## config.mk

```make
export PLATFORM = sky130hd
export DESIGN_NAME = t06_lcd_cmd_decoder
export DESIGN_NICKNAME = d
export VERILOG_FILES = /design/src/rtl/t06_lcd_pkg.sv /design/src/rtl/t06_edge_sync.sv /design/src/rtl/t06_lcd_cmd_decoder.sv
export SDC_FILE = /design/constraint.sdc
export NUM_CORES = 1
export LEC_CHECK = 0
export BUFFER_PORTS_ARGS = -buffer_cell sky130_fd_sc_hd__buf_2
export CORE_ASPECT_RATIO = 0.8
export CORE_MARGIN = 8
export CORE_UTILIZATION = 35
export CTS_CLUSTER_DIAMETER = 30
export DETAILED_ROUTE_END_ITERATION = 8
export GPL_TIMING_DRIVEN = 0
export PLACE_DENSITY_LB_ADDON = 0.05
export SKIP_LAST_GASP = 1
export SLEW_MARGIN = 30
export SYNTH_ARGS = -nofsm -noshare
export SYNTH_HDL_FRONTEND = slang
export SYNTH_SLANG_ARGS = --single-unit
```

## constraint.sdc

```tcl
create_clock -name clk -period 3.1 [get_ports clk]
set_input_delay 0.155 -clock clk [delete_from_list [all_inputs] [get_ports clk]]
set_output_delay 0.155 -clock clk [all_outputs]
set_load 0.1 [all_outputs]
```

## src/rtl/t06_lcd_pkg.sv

```systemverilog
// Shared definitions for the t06 LCD command path: opcodes, decoder FSM states
// and RGB565 colour constants.
package t06_lcd_pkg;

  localparam logic [7:0] OP_SWRESET = 8'h01;
  localparam logic [7:0] OP_SLPOUT  = 8'h11;
  localparam logic [7:0] OP_DISPOFF = 8'h28;
  localparam logic [7:0] OP_DISPON  = 8'h29;
  localparam logic [7:0] OP_CASET   = 8'h2A;
  localparam logic [7:0] OP_PASET   = 8'h2B;
  localparam logic [7:0] OP_RAMWR   = 8'h2C;
  localparam logic [7:0] OP_MADCTL  = 8'h36;
  localparam logic [7:0] OP_COLMOD  = 8'h3A;

  typedef enum logic [1:0] {
    ST_IDLE,
    ST_PARAM,
    ST_PIX_HI,
    ST_PIX_LO
  } lcd_state_t;

  localparam logic [15:0] RGB565_BLACK = 16'h0000;
  localparam logic [15:0] RGB565_WHITE = 16'hFFFF;
  localparam logic [15:0] RGB565_RED   = 16'hF800;
  localparam logic [15:0] RGB565_GREEN = 16'h07E0;
  localparam logic [15:0] RGB565_BLUE  = 16'h001F;

  // Index of the final parameter byte for a parameterised command.
  function automatic logic [1:0] param_last(input logic [7:0] op);
    return (op == OP_CASET || op == OP_PASET) ? 2'd3 : 2'd0;
  endfunction

endpackage

```

## src/rtl/t06_edge_sync.sv

```systemverilog
// Multi-flop synchronizer with registered rising-edge pulse, gated by an
// active-low qualifier that travels through an identical synchronizer.
module t06_edge_sync #(
  parameter int unsigned SYNC_STAGES = 2,
  parameter logic        IDLE_LVL    = 1'b1
) (
  input  logic clk,
  input  logic nrst,
  input  logic sig,
  input  logic gate_n,
  output logic rise
);

  logic [SYNC_STAGES-1:0] sig_sync;
  logic [SYNC_STAGES-1:0] gate_sync;
  logic                   sig_prev;

  // Reset to the idle level so an idle-high line never produces a false edge
  // on reset release, and anything in flight is discarded.
  always_ff @(posedge clk or negedge nrst) begin
    if (!nrst) begin
      sig_sync  <= {SYNC_STAGES{IDLE_LVL}};
      gate_sync <= '1;
      sig_prev  <= IDLE_LVL;
      rise      <= 1'b0;
    end else begin
      sig_sync  <= {sig_sync[SYNC_STAGES-2:0], sig};
      gate_sync <= {gate_sync[SYNC_STAGES-2:0], gate_n};
      sig_prev  <= sig_sync[SYNC_STAGES-1];
      rise      <= sig_sync[SYNC_STAGES-1] & ~sig_prev & ~gate_sync[SYNC_STAGES-1];
    end
  end

endmodule

```

## src/rtl/t06_lcd_cmd_decoder.sv

```systemverilog
// Panel-side decoder for the 8080-style LCD write bus: tracks window, sleep and
// display state and emits one pixel strobe per completed RAMWR byte pair.
module t06_lcd_cmd_decoder
  import t06_lcd_pkg::*;
#(
  parameter int unsigned SYNC_STAGES = 2,
  parameter int unsigned MAX_COL     = 239,
  parameter int unsigned MAX_PAGE    = 319
) (
  input  logic        clk,
  input  logic        nrst,
  input  logic        csx,
  input  logic        wrx,
  input  logic        dcx,
  input  logic [7:0]  d,
  output logic        pix_valid,
  output logic [15:0] pix_x,
  output logic [15:0] pix_y,
  output logic [15:0] pix_color,
  output logic        sleeping,
  output logic        disp_on,
  output logic [15:0] win_sc,
  output logic [15:0] win_ec,
  output logic [15:0] win_sp,
  output logic [15:0] win_ep,
  output logic        err_pulse
);

  localparam logic [15:0] EC_RST = 16'(MAX_COL);
  localparam logic [15:0] EP_RST = 16'(MAX_PAGE);

  logic        wr_rise;
  logic [7:0]  d_q;
  logic        dcx_q;
  logic        rx_valid;
  logic        rx_dcx;
  logic [7:0]  rx_d;

  lcd_state_t  state_q, state_n;
  logic [1:0]  pcnt_q, pcnt_n;
  logic [7:0]  cmd_q, cmd_n;
  logic [23:0] par_q, par_n;
  logic [7:0]  hi_q, hi_n;
  logic [15:0] col_q, col_n;
  logic [15:0] page_q, page_n;
  logic [15:0] win_sc_n, win_ec_n, win_sp_n, win_ep_n;
  logic [15:0] pix_x_n, pix_y_n, pix_color_n;
  logic        pix_valid_n, sleeping_n, disp_on_n, err_n;
  logic [15:0] p_start, p_end;

  t06_edge_sync #(
    .SYNC_STAGES (SYNC_STAGES),
    .IDLE_LVL    (1'b1)
  ) u_wrx_sync (
    .clk    (clk),
    .nrst   (nrst),
    .sig    (wrx),
    .gate_n (csx),
    .rise   (wr_rise)
  );

  // d/dcx are sampled every cycle so the byte taken is the one present on the
  // cycle the edge was detected, while the pulse itself arrives one cycle later.
  always_ff @(posedge clk or negedge nrst) begin
    if (!nrst) begin
      d_q      <= '0;
      dcx_q    <= 1'b0;
      rx_valid <= 1'b0;
      rx_dcx   <= 1'b0;
      rx_d     <= '0;
    end else begin
      d_q      <= d;
      dcx_q    <= dcx;
      rx_valid <= wr_rise;
      if (wr_rise) begin
        rx_dcx <= dcx_q;
        rx_d   <= d_q;
      end
    end
  end

  assign p_start = par_q[23:8];
  assign p_end   = {par_q[7:0], rx_d};

  always_comb begin
    state_n     = state_q;
    pcnt_n      = pcnt_q;
    cmd_n       = cmd_q;
    par_n       = par_q;
    hi_n        = hi_q;
    col_n       = col_q;
    page_n      = page_q;
    win_sc_n    = win_sc;
    win_ec_n    = win_ec;
    win_sp_n    = win_sp;
    win_ep_n    = win_ep;
    pix_x_n     = pix_x;
    pix_y_n     = pix_y;
    pix_color_n = pix_color;
    sleeping_n  = sleeping;
    disp_on_n   = disp_on;
    pix_valid_n = 1'b0;
    err_n       = 1'b0;

    if (rx_valid) begin
      if (!rx_dcx) begin
        state_n = ST_IDLE;
        pcnt_n  = '0;
        cmd_n   = rx_d;
        case (rx_d)
          OP_SWRESET: begin
            sleeping_n  = 1'b1;
            disp_on_n   = 1'b0;
            win_sc_n    = '0;
            win_ec_n    = EC_RST;
            win_sp_n    = '0;
            win_ep_n    = EP_RST;
            pix_x_n     = '0;
            pix_y_n     = '0;
            pix_color_n = '0;
            col_n       = '0;
            page_n      = '0;
            par_n       = '0;
            hi_n        = '0;
          end
          OP_SLPOUT:  sleeping_n = 1'b0;
          OP_DISPON:  disp_on_n  = 1'b1;
          OP_DISPOFF: disp_on_n  = 1'b0;
          OP_CASET, OP_PASET, OP_MADCTL, OP_COLMOD: state_n = ST_PARAM;
          OP_RAMWR: begin
            state_n = ST_PIX_HI;
            col_n   = win_sc;
            page_n  = win_sp;
          end
          default: err_n = 1'b1;
        endcase
      end else begin
        case (state_q)
          ST_PARAM: begin
            par_n  = {par_q[15:0], rx_d};
            pcnt_n = pcnt_q + 2'd1;
            if (pcnt_q == param_last(cmd_q)) begin
              state_n = ST_IDLE;
              pcnt_n  = '0;
              if (cmd_q == OP_CASET || cmd_q == OP_PASET) begin
                if (p_start <= p_end) begin
                  if (cmd_q == OP_CASET) begin
                    win_sc_n = p_start;
                    win_ec_n = p_end;
                  end else begin
                    win_sp_n = p_start;
                    win_ep_n = p_end;
                  end
                end else begin
                  err_n = 1'b1;
                end
              end
            end
          end
          ST_PIX_HI: begin
            hi_n    = rx_d;
            state_n = ST_PIX_LO;
          end
          ST_PIX_LO: begin
            pix_valid_n = 1'b1;
            pix_color_n = {hi_q, rx_d};
            pix_x_n     = col_q;
            pix_y_n     = page_q;
            state_n     = ST_PIX_HI;
            if (col_q == win_ec) begin
              col_n  = win_sc;
              page_n = (page_q == win_ep) ? win_sp : page_q + 16'd1;
            end else begin
              col_n  = col_q + 16'd1;
            end
          end
          default: ;
        endcase
      end
    end
  end

  always_ff @(posedge clk or negedge nrst) begin
    if (!nrst) begin
      state_q   <= ST_IDLE;
      pcnt_q    <= '0;
      cmd_q     <= '0;
      par_q     <= '0;
      hi_q      <= '0;
      col_q     <= '0;
      page_q    <= '0;
      win_sc    <= '0;
      win_ec    <= EC_RST;
      win_sp    <= '0;
      win_ep    <= EP_RST;
      pix_x     <= '0;
      pix_y     <= '0;
      pix_color <= '0;
      sleeping  <= 1'b1;
      disp_on   <= 1'b0;
      pix_valid <= 1'b0;
      err_pulse <= 1'b0;
    end else begin
      state_q   <= state_n;
      pcnt_q    <= pcnt_n;
      cmd_q     <= cmd_n;
      par_q     <= par_n;
      hi_q      <= hi_n;
      col_q     <= col_n;
      page_q    <= page_n;
      win_sc    <= win_sc_n;
      win_ec    <= win_ec_n;
      win_sp    <= win_sp_n;
      win_ep    <= win_ep_n;
      pix_x     <= pix_x_n;
      pix_y     <= pix_y_n;
      pix_color <= pix_color_n;
      sleeping  <= sleeping_n;
      disp_on   <= disp_on_n;
      pix_valid <= pix_valid_n;
      err_pulse <= err_n;
    end
  end

endmodule
```

* Yosys cells after proc, flatten, opt, wreduce, memory -nomap -nowiden
Cells that the tools add are included.
** Storage, ports and cells
- Register bits after elaboration :: 217
- Input bits :: 13
- Output and inout bits :: 116
- Word-level logic and storage cells :: 152
** Cells by class
- $add $sub $neg :: 3
- Magnitude comparators :: 1
- Eq/ne operators :: 28
- Multiplexer cells :: 68
- Bitwise logic cells :: 5
- Reduce and logical (&&, ||, !) cells :: 20
** Operators by type and width (number)
- 2-to-1 mux 16 bit :: 40
- equality test 8 x 6 -> 1 bit (second input constant) :: 9
- 2-to-1 mux 24 bit :: 3
- one-hot mux 16 bit (2 select lines) :: 2
- adder 16 x 1 -> 16 bit (second input constant) :: 2
- equality test 16 bit :: 2
- 2-to-1 mux 8 bit :: 3
- AND reduction 3 bit :: 7
- less-or-equal comparator 16 bit :: 1
- != test 2 x 1 -> 1 bit (second input constant) :: 8
- AND reduction 7 bit :: 2
- 2-to-1 mux 2 bit :: 6
- 2-to-1 mux 1 bit :: 10
- OR reduction 9 bit :: 1
- equality test 8 x 1 -> 1 bit (second input constant) :: 1
- equality test 8 x 5 -> 1 bit (second input constant) :: 1
- one-hot mux 2 bit (3 select lines) :: 1
- nonzero test 2 bit :: 3
- equality test 2 bit (second input constant) :: 2
- != test 4 x 1 -> 1 bit (second input constant) :: 1
- one-hot mux 1 bit (2 select lines) :: 2
- one-hot mux 2 bit (2 select lines) :: 1
- AND reduction 2 bit :: 2
- AND reduction 4 bit :: 1
- 11 further kinds :: 14

* Depth between registers and ports, before layout
- Depth after elaboration :: 8
- Depth in mapped cells :: 10
- Gate-level depth less buffers :: 8

* By module
From an unflattened synthesis, not the netlist that was laid out.
** Unflattened totals
- Cell total of the unflattened synthesis :: 963
- Area, all modules :: 10144.7 µm²
** By module, submodules not included
- t06_lcd_cmd_decoder :: instances 1, cells an instance 956, area an instance 9975.8 µm², seq. area each 5298.8 µm²
- t06_edge_sync :: instances 1, cells an instance 7, area an instance 168.9 µm², seq. area each 156.4 µm²

* Worst setup path before layout
No wires, ideal clock.
- Path type :: flip-flop to flip-flop
- From :: register rx_d[2]
- To :: register win_sp[10]
- Setup time :: 0.128 ns
- Arrival time :: 2.581 ns
- Slack :: 0.391 ns
- Stages on the path, launching flop included :: 11
- Path buffers :: 2
- Path through :: dfrtp_1 > clkbuf_1 > inv_1 > ha_1 > nand4_1 > o41ai_1 > or3_1 > a21oi_1 > nor4b_4 > buf_6 > mux2_1
** Between the ends
- Cells in the longest elaborated chain, start to end :: 3
- Elaborated cells between the ends (all ways) :: 5
** Ends and longest elaborated chain
- start: declaration :: RTL line t06_lcd_cmd_decoder.sv:37 : logic [7:0] rx_d;
- start signal: assignment :: RTL line t06_lcd_cmd_decoder.sv:77 : rx_d <= d_q;
- less-or-equal comparator 16 bit / equality test 8 x 1 -> 1 bit (equally long branches) :: RTL line t06_lcd_cmd_decoder.sv:146, t06_lcd_cmd_decoder.sv:110
- != test 2 x 1 -> 1 bit (no line) / nonzero test 2 bit (equally long branches)
- AND reduction 7 bit (no line) *
- end signal: assignment :: RTL line t06_lcd_cmd_decoder.sv:213 : win_sp <= win_sp_n;
- end: declaration :: RTL line t06_lcd_cmd_decoder.sv:24 : output logic [15:0] win_sp,
Mark *: on every way between the ends. The rest lies on a longest branch, timed or not.
A chain may end at the register's enable or synchronous reset.

* Final worst setup path
- From :: register rx_d[1]
- To :: register pix_x[15]
** Between the ends
- Cells in the longest elaborated chain, start to end :: 3
** Ends and longest elaborated chain
- equality test 8 x 1 -> 1 bit :: RTL line t06_lcd_cmd_decoder.sv:110 : case (rx_d)
- nonzero test 2 bit (no line)
- AND reduction 3 bit (no line)
- end signal: assignment :: RTL line t06_lcd_cmd_decoder.sv:215 : pix_x <= pix_x_n;
- end: declaration :: RTL line t06_lcd_cmd_decoder.sv:17 : output logic [15:0] pix_x,
No other way between the ends.

==> impl_metrics.tcl <==
set metrics [dict create \
    status "completed" \
    clkPwrFrac_pct 45.2 \
    hpwl_um 24710 \
    path_class "reg -> reg" \
    dr.first_iter.drc_count 494 \
    skew_ns 0.01565 \
    cts-root-buf "clkbuf_16" \
    place_congestion 0.8636 \
    ys_async_sr_fraction_pct 100.0 \
    initial_core_util_pct 35.63 \
    cp_max_fo 10 \
    syn_area_um2 10080 \
    yosys_register_bits 217 \
    crit_chain "buf_2 > or4b_4 > o31ai_4 > nand2_1 > clkbuf_1 > buf_1 > a22o_1" \
    p_comb_share_pct 23.7 \
    drc 0 \
    slowest_stage "or4b_4" \
    synth_nets 931 \
    crit_required_ns 3.51 \
    die_w_um 205.7 \
    ys.flop_type "dfrtp_1" \
    num_vias 7778 \
    numClockSinks 217 \
    final_hold_viol_count 0 \
    viasPerCell 5.175 \
    num_rows 55 \
    ir_drop_mv 0.7331 \
    core_area_um2 28280 \
    dieArea_um2 34510 \
    critPathCaptureType "flop" \
    h-tree-depth 2 \
    drv_cap 0 \
    worst_pin_slew_ns 0.7866 \
    drive_gt1_share_pct 26.33 \
    grt.overflow.total 0 \
    syn2layout_area_growth_pct 29.92 \
    clock_latency_ns 0.54 \
    io_pins 129 \
    slowest_delay_ns 0.58 \
    p_int_uw 7606 \
    die_h_um 167.8 \
    dr.pass1.iters 7 \
    grt_max_degree 81 \
    grt_setup_unrepaired "true" \
    reg2regPathDepth 7 \
    finalInstanceArea_um2 13090 \
    switching_share_pct 34.20 \
    powerDensity_nw_per_um2 882.8 \
    synth_edf_count 0 \
    period_minus_slack_ns 2.955 \
    drt-total-wl_um 33270 \
    track_usage_pct 19.47 \
    cts_buffer_depth 3 \
    netSwitchingPower_uw 3953 \
    io_buffers 128 \
    syn_inst 900 \
    report.final.setup_viol 0 \
    whs_ns 0.1612 \
    ys_types 62 \
    crit_arrival_ns 3.37 \
    synth-warning-count 0 \
    antenna_found_initial 2 \
    power_leakage_uw 0.006294 \
    setup.worst_path.start_class "flop" \
    grt_pass1_vias 7915 \
    ant_nets 0 \
    cts_tree "done" \
    postPlaceCellArea_um2 11260 \
    syn_area_per_cell_um2 11.20 \
    grt_pass1_wl_um 51530 \
    hp-class "in -> async" \
    post_drt_wl_per_cell_um 22.14 \
    seqPwrFrac_pct 31.2 \
    maxSlewViolCount 0 \
    path_clk_slew_ns 0.04 \
    slew-limit-headroom_pct 47.56 \
    cts_buffers 48 \
    finalCritPeriodShare_pct 95.32 \
    layout_common_cells "195 x dfrtp_1, 133 x buf_2, 96 x nand2_1, 65 x o21ai_0, 56 x mux2_1" \
    timing.fmax_mhz 338.4 \
    num-nets-final 1125 \
    mostFrequentLayoutCell "dfrtp_1" \
    yosysSeqAreaShare_pct 54.13 \
]
-- cell type report --
| type | count | area [um^2] |
|---|---|---|
| fillers | 2690 | 15190 |
| flip-flops and latches | 217 | 5458 |
| multi-input cells | 592 | 4240 |
| clock buffers | 66 | 1370 |
| repair buffers | 146 | 855.8 |
| well taps | 370 | 462.9 |
| clock inverters | 22 | 306.5 |
| plain buffers | 59 | 284.0 |
| inverters | 30 | 112.6 |
| diodes | 1 | 2.502 |
-- metrics by stage --
stage / cells / worst slack [ns] / util, % / TNS, ns / total power (uW)
after global routing: 1502 / -0.01140 / 46.28 / -0.01140 / 12090
after CTS: 1502 / 0.08131 / 46.24 / 0 / 11690
after floorplan: 900 / 0.3909 / - / 0 / 5639
after detailed placement: 1400 / -0.3151 / 39.81 / -15.98 / 6372
after global placement: 1398 / -2.183 / 39.53 / -459.38 / 6333
final: 1503 / 0.1452 / 46.29 / 0 / 11560
-- power groups by stage --
stage          Clock, uW  Sequential, uW  Combinational, uW
2_1_floorplan          0            4520               1120
3_5_place_dp           0            3630               2740
4_1_cts             5330            3600               2750
3_3_place_gp           0            3630               2700
5_1_grt             5490            3650               2950
6_report            5220            3600               2730
-- worst paths after layout --
kind / startpoint / to / slack [ns]
min reg2reg: u_wrx_sync.sig_sync[0]$_DFF_PN1_ / u_wrx_sync.sig_sync[1]$_DFF_PN1_ / 0.35
min in group clk: dcx / dcx_q$_DFF_PN0_ / 0.27
min: nrst / pix_color[10]$_DFFE_PN0P_ / 0.16
max in group asynchronous: nrst / win_ec[0]$_DFFE_PN1P_ / 2.11
max: rx_d[1]$_DFFE_PN0P_ / pix_x[15]$_DFFE_PN0P_ / 0.15
max reg2reg: rx_d[1]$_DFFE_PN0P_ / pix_x[15]$_DFFE_PN0P_ / 0.15
-- synth_stat cells, drive strengths merged, types with 4 or more instances --
library cell / count / area, um^2
dfrtp: 197 / 4930
a21oi: 32 / 160.2
ha: 18 / 225.2
a31oi: 6 / 37.54
dfstp: 20 / 525.5
nor2: 39 / 146.4
and3: 9 / 56.30
nor4b: 6 / 82.58
nand4: 17 / 106.4
buf: 18 / 127.6
nor4: 14 / 87.58
o211ai: 5 / 37.54
clkbuf: 43 / 161.4
nand3: 13 / 75.07
nand2: 96 / 360.4
xor2: 25 / 219.0
inv: 30 / 112.6
mux2: 91 / 1025
nor3: 8 / 40.04
o311ai: 4 / 35.04
a22o: 42 / 367.9
nor3b: 4 / 30.03
o21ai: 67 / 339.1
a221o: 4 / 40.04
and2: 19 / 118.9
xnor2: 20 / 175.2
a22oi: 14 / 105.1
mux2i: 5 / 50.05
-- state kept, by name (all words and copies together) (netlist names), 2 cells and up --
| signal | count |
|---|---|
| col_q | 16 |
| d_q | 8 |
| pcnt_q | 2 |
| rx_d | 8 |
| pix_y | 16 |
| win_ep | 16 |
| win_sc | 16 |
| hi_q | 8 |
| par_q | 24 |
| win_ec | 16 |
| pix_color | 16 |
| cmd_q | 8 |
| u_wrx_sync.sig_sync | 2 |
| pix_x | 16 |
| state_q | 2 |
| page_q | 16 |
| win_sp | 16 |
| u_wrx_sync.gate_sync | 2 |
-- layer usage --
metal	wire, um	up-vias	part of all wire, %	GRT usage, %
met5	0	-	0	0
met3	1892	63	5.7	4.301
met4	782	0	2.4	5.493
li1	-	3635	-	-
met1	16970	3862	51	29.85
met2	13620	218	41	26.74
-- critical path: cells and delay by family (launching register included) --
kind                   cells  cell delay, ns
AND/OR/NAND/NOR            2            0.78
flip-flops                 1            0.34
buffers and inverters      3            0.97
AO/OA/AOI/OAI              2            0.74
-- timing repair --
action                                  in CTS  in global routing
hold endpoints to repair                    71                  0
setup buffers                                4                  0
hold buffers                                12                  0
resized for setup                            0                  7
pin swaps                                    2                  0
endpoints found under the setup margin      64                 78
-- cells by family after synthesis --
family          share of synthesized area [%]
simple gates                            12.11
compound gates                          12.96
xor+xnor                                3.911
flops                                   54.13
buf+inv                                 3.985
mux                                     10.67
fa+ha+maj                               2.235
Power figures use the tool's default switching activity.
